File: config.mk
export PLATFORM = sky130hd
export DESIGN_NAME = mc_controller
export DESIGN_NICKNAME = d
export VERILOG_FILES = /design/src/rtl/mc_controller.sv
export SDC_FILE = /design/constraint.sdc
export NUM_CORES = 1
export LEC_CHECK = 0
export BUFFER_PORTS_ARGS = -buffer_cell sky130_fd_sc_hd__buf_2
export CORE_MARGIN = 2
export CORE_UTILIZATION = 40
export CTS_CLUSTER_SIZE = 20
export DETAILED_ROUTE_END_ITERATION = 10
export PLACE_DENSITY = 0.88
export SLEW_MARGIN = 20
export SYNTH_ARGS = -nofsm -noshare
export SYNTH_HDL_FRONTEND = slang
export SYNTH_SLANG_ARGS = --single-unit
export TNS_END_PERCENT = 1
File: constraint.sdc
create_clock -name clk -period 2.3 [get_ports clk]
set_clock_uncertainty 0.1 [all_clocks]
set_input_delay 0.345 -clock clk [delete_from_list [all_inputs] [get_ports clk]]
set_output_delay 0.345 -clock clk [all_outputs]
set_load 0.03 [all_outputs]
File: src/rtl/mc_controller.sv
// Multicycle control unit for the 4-bit CPU: sequences fetch/decode/execute/memory/writeback,
// drives every datapath enable and mux select, and stalls on the single-ready memory handshake.
module mc_controller #(
  parameter int OPW = 4
) (
  input  logic        clk,
  input  logic        reset,
  input  logic [15:0] instr,
  input  logic        zero,
  input  logic        mem_ready,
  output logic [3:0]  alucontrol,
  output logic        alusrca,
  output logic [1:0]  alusrcb,
  output logic [1:0]  pcsrc,
  output logic        pcen,
  output logic        irwrite,
  output logic        iord,
  output logic        mem_req,
  output logic        memwrite,
  output logic        regwrite,
  output logic        regdst,
  output logic        memtoreg,
  output logic        halted,
  output logic [3:0]  state
);

  typedef enum logic [3:0] {
    FETCH  = 4'd0,
    DECODE = 4'd1,
    EXEC   = 4'd2,
    ALUWB  = 4'd3,
    IMMEX  = 4'd4,
    MEMADR = 4'd5,
    MEMRD  = 4'd6,
    MEMWB  = 4'd7,
    MEMWR  = 4'd8,
    BRANCH = 4'd9,
    JUMP   = 4'd10,
    HALT   = 4'd11
  } state_t;

  state_t     state_q, state_d;
  logic [3:0] opc;
  logic       unused_instr;

  assign opc          = 4'(instr[15 -: OPW]);
  assign unused_instr = ^instr[15-OPW:0];
  assign state        = state_q;

  always_ff @(posedge clk or posedge reset) begin
    if (reset) state_q <= FETCH;
    else       state_q <= state_d;
  end

  // Memory handshake: mem_req is held with a stable iord until the cycle mem_ready is high;
  // that cycle completes the access and the state advances on the following edge.
  always_comb begin
    state_d    = state_q;
    alucontrol = 4'd0;
    alusrca    = 1'b0;
    alusrcb    = 2'b00;
    pcsrc      = 2'b00;
    pcen       = 1'b0;
    irwrite    = 1'b0;
    iord       = 1'b0;
    mem_req    = 1'b0;
    memwrite   = 1'b0;
    regwrite   = 1'b0;
    regdst     = 1'b0;
    memtoreg   = 1'b0;
    halted     = 1'b0;
    // Reset silences every strobe combinationally so an aborted instruction leaves no pulse.
    if (!reset) begin
      case (state_q)
        FETCH: begin
          mem_req = 1'b1;
          alusrcb = 2'b01;
          irwrite = mem_ready;
          pcen    = mem_ready;
          if (mem_ready) state_d = DECODE;
        end
        DECODE: begin
          alusrcb = 2'b10;
          case (opc)
            4'hA:       state_d = IMMEX;
            4'hB, 4'hC: state_d = MEMADR;
            4'hD:       state_d = BRANCH;
            4'hE:       state_d = JUMP;
            4'hF:       state_d = HALT;
            default:    state_d = EXEC;
          endcase
        end
        EXEC: begin
          alusrca    = 1'b1;
          alucontrol = opc;
          state_d    = ALUWB;
        end
        ALUWB: begin
          regwrite = 1'b1;
          regdst   = 1'b1;
          state_d  = FETCH;
        end
        IMMEX: begin
          alusrca = 1'b1;
          alusrcb = 2'b10;
          state_d = ALUWB;
        end
        MEMADR: begin
          alusrca = 1'b1;
          alusrcb = 2'b10;
          state_d = (opc == 4'hC) ? MEMWR : MEMRD;
        end
        MEMRD: begin
          mem_req = 1'b1;
          iord    = 1'b1;
          if (mem_ready) state_d = MEMWB;
        end
        MEMWB: begin
          regwrite = 1'b1;
          memtoreg = 1'b1;
          state_d  = FETCH;
        end
        MEMWR: begin
          mem_req  = 1'b1;
          memwrite = 1'b1;
          iord     = 1'b1;
          if (mem_ready) state_d = FETCH;
        end
        BRANCH: begin
          alusrca    = 1'b1;
          alucontrol = 4'd1;
          pcsrc      = 2'b01;
          pcen       = zero;
          state_d    = FETCH;
        end
        JUMP: begin
          pcsrc   = 2'b10;
          pcen    = 1'b1;
          state_d = FETCH;
        end
        HALT: begin
          halted  = 1'b1;
          state_d = HALT;
        end
        default: state_d = FETCH;
      endcase
    end
  end

endmodule

==> out/metrics.yaml <==
die:
  start_util_pct: 43.0
  rows: 14
  fp.dieW_um: 44.5
  core_mm2: 0.00152
  dieArea_mm2: 0.00198
  num_io_pins: 42
  die_h_um: 44.5
timing:
  min_period_ns: 2.14
  setup_viol: 0
  max_freq_ghz: 0.468
  hold_ws_ns: 0.0374
  rsz0062_at_grt: "false"
  finalMaxSlewViolations: 0
  timing.slew.headroom_pct: 78.0
  tns_ns: 0
  hold_viol: 0
  period_share_pct: 92.9
  tightestPinTransition_ns: 0.325
  fin_ws_ns: 0.164
setup_path:
  critPathRequiredTime_ns: 1.86
  r2r_start: "state[3]$_DFFE_PP0P_"
  crit_fanout: 8
  crit_start: "state[0]$_DFFE_PP0P_"
  setup.worst_path.start_class: "flop"
  endpoint_kind: "output port"
  path_class: "flop to output port"
  crit_arrival_ns: 1.69
pwr:
  p_sw_uw: 576
  p_int_uw: 434
  seqPwrFrac_pct: 12.7
  netSwitchingFraction_pct: 57.0
  p_leak_uw: 0.000429
  p_clk_share_pct: 8.9
  ir_drop_uv: 887
  power_uw: 1010
  p_per_area_mw_per_mm2: 1220
  combPwrFrac_pct: 78.4
routing:
  drt-wirelength-per-cell_um: 14.2
  vias: 820
  drcViolationCount: 0
  drt_iter0_drc: 15
  vias_per_cell: 5.94
  wl_um: 1960
  ant_nets: 0
  dr.pass1.iters: 4
final_layout:
  num-fill-cells: 154
  area_growth_syn_to_layout_pct: 26.7
  diodes: 0
  multi_input_area_um2: 498
  largest_reg_flops: 4
  area.sequential_um2: 100
  fin_area_um2: 831
  final_nets: 144
  drive_gt1_share_pct: 33.6
yosys:
  seq_area_frac_synth_pct: 15.3
  yosysTopAreaCellShare_pct: 15.3
  ys_top_cells_by_area: "dfrtp_1 (15%), nor2_1 (8.0%), nand2b_1 (4.8%)"
  syn_avg_cell_area_um2: 6.90
  synth_area_um2: 656
  ys_warn_count: 0
  synth_cell_types: 39
  synth_cells: 95
  syn_nets: 115
  yosys_register_bits: 4
  synth_top_area_cell: "dfrtp_1"
cts:
  path_clk_slew_ns: 0.04
  htree_num_levels: 1
  cts_tree: "yes"
  clock-root-buffer: "clkbuf_4"
  cts_buffers: 3
  clk_path_buf_depth: 2
  clkSinkCount: 4
  clock_latency_ns: 0.23
  holdBufCountCts: 0
place:
  dp_hpwl_um: 1470
  gp_congestion: 0.857
  placed_area_um2: 806
  port_buffers: 29
  dp_worst_setup_slack_ns: 0.335
run:
  cap_violations: 0
min_path:
  worstHoldPathType: "input pin to asynchronous set/reset pin"
global_routing:
  grt_pass1_wl_um: 3040
  grt_max_degree: 24
  grt-ovfl-total: 0
  grt_pass1_vias: 705
  antenna_found_initial: 0
  grt_usage_pct: 20.2
status:
  status: "finished, final reports clean"
Yosys cell counts:
master,count
o211ai_1,1
nor3b_1,1
o31a_1,2
nor3_1,6
nor4b_1,1
dfrtp_1,4
o22a_1,1
or2_1,1
xor2_1,3
nand3_1,1
and2_1,4
clkbuf_1,3
a32o_2,1
nand3b_1,3
nand2_1,3
inv_1,4
o21a_1,1
a31oi_1,2
a31o_2,1
and3_1,1
a32o_1,1
or3_1,1
nor2_1,14
a2111o_1,1
buf_1,1
nand4_1,1
xnor2_1,1
buf_6,2
buf_2,3
nand2b_1,5
o31ai_1,2
a21o_1,2
a211oi_1,3
mux2i_1,1
o21ai_0,6
and4b_1,1
a211o_1,1
nor2b_1,2
a21oi_1,3
power groups by stage:
stage | clock, uW | sequential, uW | combinational [uW]
after floorplan | 0 | 168 | 581
after global placement | 0 | 123 | 746
after detailed placement | 0 | 125 | 776
after CTS | 92.3 | 125 | 779
after global routing | 93.7 | 132 | 855
final | 89.8 | 129 | 791
timing repair:
action                     4_1_cts  5_1_grt
setup endpoints to repair        0        1
setup buffers                    0        0
gates resized for setup          0        1
stage by stage:
step	cells	util (%)
floorplan	95	-
finish	138	54.5
CTS	138	54.4
global route	138	54.5
detailed placement	135	52.9
global placement	135	52.9
kinds of logic after synthesis:
kind of cell / Yosys count / share of synthesized area (%)
buffers and inverters: 13 / 10.3
multiplexers: 1 / 1.53
AND/OR/NAND/NOR: 45 / 36.8
flip-flops: 4 / 15.3
AO/OA/AOI/OAI: 28 / 30.7
XOR/XNOR: 4 / 5.34
path summary, 6_finish.rpt:
kind                                   endpoint  slack (ns)  depth (start not counted)
max                                        pcen        0.16                          5
min reg2reg                state[0]$_DFFE_PP0P_        0.56                          1
min                        state[2]$_DFFE_PP0P_        0.04                          2
max in group asynchronous  state[1]$_DFFE_PP0P_        1.89                          2
max reg2reg                state[2]$_DFFE_PP0P_        0.61                          4
min in group clk           state[2]$_DFFE_PP0P_        0.43                          3
critical path, stage by stage (launching register included):
cell and delay [ns]:
dfrtp_1 0.44, or3_1 0.47, nor2_2 0.12, and2_1 0.15, a211o_1 0.10, buf_2 0.18
routing by layer:
metal,vias up,GRT usage (%),share of wire [%]
met5,-,0,0
met4,0,9.70,0.97
met3,4,2.45,6.2
met2,37,34.8,51
met1,380,24.6,42
li1,399,-,-
area by class of cell:
cell class	count	area share [%]
repair buffers	33	21.1
inverters	4	1.81
flip-flops and latches	4	12.0
clock buffers	3	2.71
well taps	16	2.41
multi-input cells	78	59.9
cell usage in the layout (no fill, tap or decap), types with 2 or more instances in the layout:
cell type,netlist,routed
nor2b_1,2,2
clkbuf_4,0,3
a31oi_1,2,2
inv_1,4,4
xor2_1,3,3
buf_4,0,4
dfrtp_1,4,4
a211oi_1,3,2
nor2_1,14,13
buf_2,3,29
nand2_1,3,3
o31ai_1,2,2
o21ai_0,6,6
a21o_1,2,2
o31a_1,2,2
a21oi_1,3,3
and2_1,4,4
nand2b_1,5,5
nand3b_1,3,3
nor3_1,6,6
Note: power is estimated with default switching activity, not from simulation.
